==> src/rtl/hwpe_cfg_arbiter_if.sv <==
// Bus bundle between the per-core config masters and the HWPE config slave.
// The slave modport is the arbiter's view; master is the surrounding environment.
interface hwpe_cfg_arbiter_if #(
  parameter int N_CORES  = 8,
  parameter int ID_WIDTH = 8
);
  logic [N_CORES-1:0]               core_req_i;
  logic [N_CORES-1:0][31:0]         core_add_i;
  logic [N_CORES-1:0]               core_wen_i;
  logic [N_CORES-1:0][3:0]          core_be_i;
  logic [N_CORES-1:0][31:0]         core_wdata_i;
  logic [N_CORES-1:0][ID_WIDTH-1:0] core_id_i;
  logic [N_CORES-1:0]               core_gnt_o;
  logic [N_CORES-1:0]               core_r_valid_o;
  logic [N_CORES-1:0][31:0]         core_r_rdata_o;
  logic [N_CORES-1:0][ID_WIDTH-1:0] core_r_id_o;

  logic                cfg_req_o;
  logic [31:0]         cfg_add_o;
  logic                cfg_wen_o;
  logic [3:0]          cfg_be_o;
  logic [31:0]         cfg_wdata_o;
  logic [ID_WIDTH-1:0] cfg_id_o;
  logic                cfg_gnt_i;
  logic                cfg_r_valid_i;
  logic [31:0]         cfg_r_rdata_i;
  logic [ID_WIDTH-1:0] cfg_r_id_i;

  modport slave (
    input  core_req_i, core_add_i, core_wen_i, core_be_i, core_wdata_i, core_id_i,
    output core_gnt_o, core_r_valid_o, core_r_rdata_o, core_r_id_o,
    output cfg_req_o, cfg_add_o, cfg_wen_o, cfg_be_o, cfg_wdata_o, cfg_id_o,
    input  cfg_gnt_i, cfg_r_valid_i, cfg_r_rdata_i, cfg_r_id_i
  );

  modport master (
    output core_req_i, core_add_i, core_wen_i, core_be_i, core_wdata_i, core_id_i,
    input  core_gnt_o, core_r_valid_o, core_r_rdata_o, core_r_id_o,
    input  cfg_req_o, cfg_add_o, cfg_wen_o, cfg_be_o, cfg_wdata_o, cfg_id_o,
    output cfg_gnt_i, cfg_r_valid_i, cfg_r_rdata_i, cfg_r_id_i
  );
endinterface

==> src/rtl/hwpe_cfg_arbiter.sv <==
// Round-robin merge of per-core config requests onto the HWPE config port, with
// 1-cycle response routing and local error absorption while the HWPE is gated off.
module hwpe_cfg_arbiter #(
  parameter int          N_CORES  = 8,
  parameter int          ID_WIDTH = 8,
  parameter logic [31:0] ERR_DATA = 32'hBADC_AB1E
) (
  input  logic                clk,
  input  logic                rst,
  input  logic                en_i,
  hwpe_cfg_arbiter_if.slave   bus,
  output logic [15:0]         drop_cnt_o
);

  localparam int                 IDX_W = (N_CORES > 1) ? $clog2(N_CORES) : 1;
  localparam logic [IDX_W:0]     NC    = (IDX_W+1)'(N_CORES);
  localparam logic [IDX_W-1:0]   LAST  = IDX_W'(N_CORES - 1);
  localparam logic [N_CORES-1:0] LANE0 = N_CORES'(1);

  logic [IDX_W-1:0]    r_rr;
  logic [IDX_W-1:0]    r_idx;
  logic [ID_WIDTH-1:0] r_id;
  logic                r_local;
  logic                r_pend;
  logic [15:0]         r_drop;

  logic [2*N_CORES-1:0] w_req_dbl;
  logic [N_CORES-1:0]   w_req_rot;
  logic [IDX_W-1:0]     w_off;
  logic [IDX_W:0]       w_sum;
  logic [IDX_W:0]       w_wrap;
  logic [IDX_W-1:0]     w_winner;
  logic [IDX_W-1:0]     w_rr_nxt;
  logic                 w_found;
  logic                 w_hs;
  logic                 w_absorb;
  logic                 w_spur;
  logic                 w_resp;
  logic [1:0]           w_inc;
  logic [16:0]          w_cnt_sum;
  logic [31:0]          w_rdata;
  logic [ID_WIDTH-1:0]  w_rid;

  // Rotate so that position 0 is the round-robin pointer; the lowest set bit is the winner.
  assign w_req_dbl = {bus.core_req_i, bus.core_req_i} >> r_rr;
  assign w_req_rot = w_req_dbl[N_CORES-1:0];
  assign w_found   = |bus.core_req_i;

  always_comb begin
    w_off = '0;
    for (int k = N_CORES - 1; k >= 0; k--) begin
      if (w_req_rot[k]) w_off = IDX_W'(k);
    end
  end

  assign w_sum    = {1'b0, r_rr} + {1'b0, w_off};
  assign w_wrap   = (w_sum >= NC) ? (w_sum - NC) : w_sum;
  assign w_winner = w_wrap[IDX_W-1:0];
  assign w_rr_nxt = (w_winner == LAST) ? '0 : (w_winner + 1'b1);

  // A gated HWPE cannot answer, so the arbiter grants on its behalf.
  assign w_hs     = ~rst & w_found & (en_i ? bus.cfg_gnt_i : 1'b1);
  assign w_absorb = w_hs & ~en_i;

  assign bus.cfg_req_o   = ~rst & en_i & w_found;
  assign bus.cfg_add_o   = bus.core_add_i[w_winner];
  assign bus.cfg_wen_o   = bus.core_wen_i[w_winner];
  assign bus.cfg_be_o    = bus.core_be_i[w_winner];
  assign bus.cfg_wdata_o = bus.core_wdata_i[w_winner];
  assign bus.cfg_id_o    = bus.core_id_i[w_winner];
  assign bus.core_gnt_o  = w_hs ? (LANE0 << w_winner) : '0;

  assign w_resp = ~rst & r_pend & (r_local | bus.cfg_r_valid_i);
  assign w_spur = ~rst & bus.cfg_r_valid_i & (~r_pend | r_local);

  assign bus.core_r_valid_o = w_resp ? (LANE0 << r_idx) : '0;
  assign w_rdata = r_local ? ERR_DATA : bus.cfg_r_rdata_i;
  assign w_rid   = r_local ? r_id : bus.cfg_r_id_i;

  always_comb begin
    bus.core_r_rdata_o = '0;
    bus.core_r_id_o    = '0;
    for (int c = 0; c < N_CORES; c++) begin
      bus.core_r_rdata_o[c] = w_rdata;
      bus.core_r_id_o[c]    = w_rid;
    end
  end

  assign w_inc     = {1'b0, w_absorb} + {1'b0, w_spur};
  assign w_cnt_sum = {1'b0, r_drop} + {15'd0, w_inc};

  always_ff @(posedge clk) begin
    if (rst) begin
      r_rr    <= '0;
      r_idx   <= '0;
      r_id    <= '0;
      r_local <= 1'b0;
      r_pend  <= 1'b0;
      r_drop  <= '0;
    end else begin
      if (w_hs) begin
        r_rr    <= w_rr_nxt;
        r_idx   <= w_winner;
        r_id    <= bus.core_id_i[w_winner];
        r_local <= ~en_i;
        r_pend  <= 1'b1;
      end else begin
        r_pend  <= 1'b0;
      end
      r_drop <= w_cnt_sum[16] ? 16'hFFFF : w_cnt_sum[15:0];
    end
  end

  assign drop_cnt_o = r_drop;

endmodule

==> src/flat_wrapper.sv <==
// flat-port wrapper written by rule: the top's interface ports become plain ports
module hwpe_cfg_arbiter_flat 
#(
  parameter int          N_CORES  = 8,
  parameter int          ID_WIDTH = 8,
  parameter logic [31:0] ERR_DATA = 32'hBADC_AB1E
)
  (clk, rst, en_i, drop_cnt_o, bus_core_req_i, bus_core_add_i, bus_core_wen_i, bus_core_be_i, bus_core_wdata_i, bus_core_id_i, bus_core_gnt_o, bus_core_r_valid_o, bus_core_r_rdata_o, bus_core_r_id_o, bus_cfg_req_o, bus_cfg_add_o, bus_cfg_wen_o, bus_cfg_be_o, bus_cfg_wdata_o, bus_cfg_id_o, bus_cfg_gnt_i, bus_cfg_r_valid_i, bus_cfg_r_rdata_i, bus_cfg_r_id_i);
  hwpe_cfg_arbiter_if #(.N_CORES(N_CORES), .ID_WIDTH(ID_WIDTH)) bus_i ();
  input  logic clk;
  input  logic rst;
  input  logic en_i;
  output logic [15:0] drop_cnt_o;
  input wire logic [$bits(bus_i.core_req_i)-1:0] bus_core_req_i;
  input wire logic [$bits(bus_i.core_add_i)-1:0] bus_core_add_i;
  input wire logic [$bits(bus_i.core_wen_i)-1:0] bus_core_wen_i;
  input wire logic [$bits(bus_i.core_be_i)-1:0] bus_core_be_i;
  input wire logic [$bits(bus_i.core_wdata_i)-1:0] bus_core_wdata_i;
  input wire logic [$bits(bus_i.core_id_i)-1:0] bus_core_id_i;
  output wire logic [$bits(bus_i.core_gnt_o)-1:0] bus_core_gnt_o;
  output wire logic [$bits(bus_i.core_r_valid_o)-1:0] bus_core_r_valid_o;
  output wire logic [$bits(bus_i.core_r_rdata_o)-1:0] bus_core_r_rdata_o;
  output wire logic [$bits(bus_i.core_r_id_o)-1:0] bus_core_r_id_o;
  output wire logic [$bits(bus_i.cfg_req_o)-1:0] bus_cfg_req_o;
  output wire logic [$bits(bus_i.cfg_add_o)-1:0] bus_cfg_add_o;
  output wire logic [$bits(bus_i.cfg_wen_o)-1:0] bus_cfg_wen_o;
  output wire logic [$bits(bus_i.cfg_be_o)-1:0] bus_cfg_be_o;
  output wire logic [$bits(bus_i.cfg_wdata_o)-1:0] bus_cfg_wdata_o;
  output wire logic [$bits(bus_i.cfg_id_o)-1:0] bus_cfg_id_o;
  input wire logic [$bits(bus_i.cfg_gnt_i)-1:0] bus_cfg_gnt_i;
  input wire logic [$bits(bus_i.cfg_r_valid_i)-1:0] bus_cfg_r_valid_i;
  input wire logic [$bits(bus_i.cfg_r_rdata_i)-1:0] bus_cfg_r_rdata_i;
  input wire logic [$bits(bus_i.cfg_r_id_i)-1:0] bus_cfg_r_id_i;
  assign bus_i.core_req_i = bus_core_req_i;
  assign bus_i.core_add_i = bus_core_add_i;
  assign bus_i.core_wen_i = bus_core_wen_i;
  assign bus_i.core_be_i = bus_core_be_i;
  assign bus_i.core_wdata_i = bus_core_wdata_i;
  assign bus_i.core_id_i = bus_core_id_i;
  assign bus_core_gnt_o = bus_i.core_gnt_o;
  assign bus_core_r_valid_o = bus_i.core_r_valid_o;
  assign bus_core_r_rdata_o = bus_i.core_r_rdata_o;
  assign bus_core_r_id_o = bus_i.core_r_id_o;
  assign bus_cfg_req_o = bus_i.cfg_req_o;
  assign bus_cfg_add_o = bus_i.cfg_add_o;
  assign bus_cfg_wen_o = bus_i.cfg_wen_o;
  assign bus_cfg_be_o = bus_i.cfg_be_o;
  assign bus_cfg_wdata_o = bus_i.cfg_wdata_o;
  assign bus_cfg_id_o = bus_i.cfg_id_o;
  assign bus_i.cfg_gnt_i = bus_cfg_gnt_i;
  assign bus_i.cfg_r_valid_i = bus_cfg_r_valid_i;
  assign bus_i.cfg_r_rdata_i = bus_cfg_r_rdata_i;
  assign bus_i.cfg_r_id_i = bus_cfg_r_id_i;
  hwpe_cfg_arbiter #(.N_CORES(N_CORES), .ID_WIDTH(ID_WIDTH), .ERR_DATA(ERR_DATA)) u_core (.clk(clk), .rst(rst), .en_i(en_i), .bus(bus_i), .drop_cnt_o(drop_cnt_o));
endmodule
==> config.mk <==
export PLATFORM = sky130hd
export DESIGN_NAME = hwpe_cfg_arbiter_flat
export DESIGN_NICKNAME = d
export VERILOG_FILES = /design/src/rtl/hwpe_cfg_arbiter_if.sv /design/src/rtl/hwpe_cfg_arbiter.sv /design/src/flat_wrapper.sv
export SDC_FILE = /design/constraint.sdc
export NUM_CORES = 1
export LEC_CHECK = 0
export ABC_CLOCK_PERIOD_IN_PS = 6100
export BUFFER_PORTS_ARGS = -buffer_cell sky130_fd_sc_hd__buf_2
export CAP_MARGIN = 20
export CELL_PAD_IN_SITES_DETAIL_PLACEMENT = 0
export CELL_PAD_IN_SITES_GLOBAL_PLACEMENT = 1
export CORE_AREA = 2 2 431 433
export DETAILED_ROUTE_END_ITERATION = 12
export DIE_AREA = 0 0 433 435
export HOLD_SLACK_MARGIN = 0.15
export PLACE_DENSITY = 0.3
export SYNTH_ARGS = -nofsm -noshare
export SYNTH_HDL_FRONTEND = slang
export SYNTH_SLANG_ARGS = --single-unit
==> constraint.sdc <==
create_clock -name clk -period 6.1 [get_ports clk]
set_input_delay 0.305 -clock clk [delete_from_list [all_inputs] [get_ports clk]]
set_output_delay 0.305 -clock clk [all_outputs]
set_load 0.005 [all_outputs]
==> impl_metrics.tcl <==
set metrics [dict create \
    min_period_ps 5570 \
    rsz0062_at_grt "no" \
    leakage_nw 6.97 \
    setup_tns_ps 0 \
    dr_total_vias 11082 \
    async_flop_share_pct 0 \
    clk_pin_slew_worst_paths_ps 70 \
    synth_edf_count 0 \
    ios 1099 \
    ys_seq_area_share_pct 6.69 \
    cap_violations 0 \
    overflow 0 \
    cts_hold_buffers 0 \
    synth.cells.most_frequent "buf_4, mux4_2, mux2_2" \
    powerDensity_nw_per_um2 582 \
    endpoint_kind "output port" \
    slew_viol_final 0 \
    synth_fp_nets 1628 \
    start_util_pct 5.20 \
    worstHoldPathType "primary input to flop" \
    worstSkewPairLatency_ps 330 \
    synth-compound-area-share_pct 5.66 \
    r2r_setup_slack_ps 920 \
    first_global_vias 11471 \
    cp.required_ps 5790 \
    gp_congestion 0.878 \
    register_area_um2 642 \
    root_buffer "clkbuf_16" \
    h-tree-depth 2 \
    synth_top_family_by_area "multiplexers" \
    cts_tree "built" \
    grt_max_degree 36 \
    crit_slowest_cell "fa_4" \
    ff2ff_path_depth 15 \
    drt-pass1-iter-count 4 \
    drc 0 \
    synth_mux_area_share_pct 48.3 \
    area_growth_pct 70.8 \
    synthAdderAreaFrac_pct 0.941 \
    syn_area_um2 9570 \
    multi_input_area_um2 6450 \
    dieHeight_um 435 \
    wire_per_inst_um 20.2 \
    setup_violations 0 \
    worstSetupStartpointType "flop" \
    rows 158 \
    crit_buf_inv 3 \
    tritoncts_num_sinks 32 \
    peakVddDrop_uv 286 \
    fp.dieW_um 433 \
    core_um2 184000 \
    cp_slowest_stage_delay_ps 1120 \
    synth_top_area_share_pct 36.9 \
    cts_resized 0 \
    dp_hpwl_mm 78.1 \
    finClkSkew_ps 14.5 \
    fin_area_um2 16400 \
    yosys-top-cells-area "mux4_2, buf_4, mux2_2" \
    hold_violations 0 \
    numCtsBuffers 5 \
    cp_num_cells 14 \
    post_cts_buffers 0 \
    max_freq_ghz 0.179 \
    drt_iter0_drc 460 \
    nets 2423 \
    whs_path_depth 3 \
    yosys.area_share.simple_pct 10.8 \
    drtAntennaViolNets 0 \
    worstHoldStart "bus_cfg_gnt_i" \
    routed_wl_mm 85.9 \
    grt_use_total_pct 8.73 \
    fin_crit_sh_pct 91.4 \
    netlist.top_cell.by_area "mux4_2" \
    maxSlewHeadroom_pct 41.4 \
    grt_pass1_wl_mm 110 \
    synthesis.instances 953 \
    ys.flop_type "dfxtp_1" \
    status "completed" \
    cpLargestDelayFamily "compound AO/OA/AOI/OAI gates" \
    crit_chain "mux2i_1, o311ai_0, o221ai_1, a21oi_1, o32ai_1, a21oi_1, o32ai_1, ha_4, inv_1, fa_4, buf_4, mux4_2, mux2_2, buf_2" \
    yosysUniqueCellTypes 55 \
    fill_cells 21637 \
    antenna_found_initial 79 \
    clock_path_buffers 2 \
    yosys_warnings 0 \
    avgSynthCellArea_um2 10.0 \
    crit_arrival_ps 5270 \
    crit_path_max_fanout 22 \
    reg2reg_to "u_core.r_id[3]" \
    placed_area_um2 16200 \
    r2r_start "u_core.r_rr[1]" \
    ys_ff_latch 32 \
    numPortBuffers 1098 \
    hold_end "u_core.r_local" \
    yosys.cell_count.top_type "buf_4" \
    drive_above_1_share_pct 80.4 \
    tightest_slew_ps 878 \
    avgViaCountPerCell 2.61 \
    critPathKind "flop to output port" \
    die_area_um2 188000 \
    synth_xor_area_share_pct 1.39 \
]
-- registers in the layout, summed over array words and instances (netlist names) --
signal / cells
u_core.r_id: 8
u_core.r_idx: 3
u_core.drop_cnt_o: 16
u_core.r_pend: 1
u_core.r_rr: 3
u_core.r_local: 1
-- worst max-delay path by stage --
stage / from / end / slack (ps)
after floorplan: u_core.r_rr[1] / u_core.r_rr[2] / 1070
after global placement: u_core.r_rr[1] / bus_cfg_add_o[26] / 740
after detailed placement: u_core.r_rr[1] / bus_cfg_wdata_o[10] / 840
after CTS: u_core.r_rr[1] / bus_cfg_add_o[26] / 420
after global routing: u_core.r_rr[1] / bus_cfg_add_o[26] / 30
final: u_core.r_rr[1] / bus_cfg_wdata_o[2] / 530
-- metal layers --
metal,global-route usage (%),wire (um),up-vias
met1,8.59,28500,5440
met4,2.63,2810,40
met5,0,266,-
li1,-,-,4906
met2,17.6,49200,549
met3,2.02,5080,147
-- through the flow --
| stage | setup slack (ps) | utilization [%] | hold slack (ps) | total power, W | std cells |
|---|---|---|---|---|---|
| final | 525 | 8.89 | 316 | 0.00952 | 4250 |
| after global routing | 34.6 | 8.88 | 315 | 0.0103 | 4244 |
| after CTS | 416 | 8.86 | 290 | 0.00985 | 4229 |
| after detailed placement | 837 | 8.78 | 483 | 0.00949 | 4221 |
| after global placement | 745 | 8.78 | 485 | 0.00956 | 4221 |
| after floorplan | 1070 | - | 384 | 0.00594 | 953 |
-- worst reg2reg max path, stage by stage, from the launching register on --
cell       delay, ps
dfxtp_1          700
mux2i_1          330
o311ai_0         180
o221ai_1         240
a21oi_1          100
o32ai_1          330
a21oi_1           70
o32ai_1          400
ha_4             180
inv_1             50
fa_4            1120
buf_12           350
mux4_2           390
mux2_2           290
o2111ai_1        190
a221oi_1         140
-- report_power, final --
group	leakage [nW]	switching [W]	internal (W)
registers	0.261	0.0000794	0.000244
clock network	0.0703	0.000141	0.000164
logic	6.64	0.00432	0.00456
total	6.97	0.00454	0.00497
-- logic make-up (layout without fill, tap and decap cells) --
group | after synthesis | in the layout
buffers and inverters | 376 | 1172
muxes | 254 | 254
and+or+nand+nor | 195 | 195
AOI/OAI and AO/OA | 78 | 78
DFF | 32 | 32
xor gates and xnor gates | 12 | 12
adders and majority gates | 6 | 6
other | 0 | 21
-- cells in the final DEF, fill, tap and decap left out, types with 12 or more instances in the layout --
| master | Yosys | layout |
|---|---|---|
| o21ai_0 | 12 | 12 |
| or2_2 | 20 | 20 |
| inv_1 | 19 | 19 |
| nand2b_1 | 13 | 13 |
| mux2_1 | 22 | 22 |
| dfxtp_1 | 32 | 31 |
| nor3_1 | 26 | 26 |
| buf_4 | 283 | 43 |
| a21oi_1 | 23 | 23 |
| mux2_2 | 71 | 71 |
| diode_2 | 0 | 21 |
| mux4_2 | 157 | 157 |
| nor2b_1 | 26 | 26 |
| nand2_1 | 38 | 38 |
| nor2_1 | 32 | 32 |
| buf_2 | 8 | 1098 |
-- final cells by class --
| type | count | area share (%) |
|---|---|---|
| multi-input combinational | 545 | 39.5 |
| clock buffer | 7 | 0.872 |
| inverter | 20 | 0.459 |
| sequential | 32 | 3.92 |
| tap | 2480 | 19.0 |
| antenna | 21 | 0.321 |
| clock inverter | 1 | 0.0459 |
| timing repair buffer | 1144 | 35.9 |
Power figures use the tool's default switching activity.
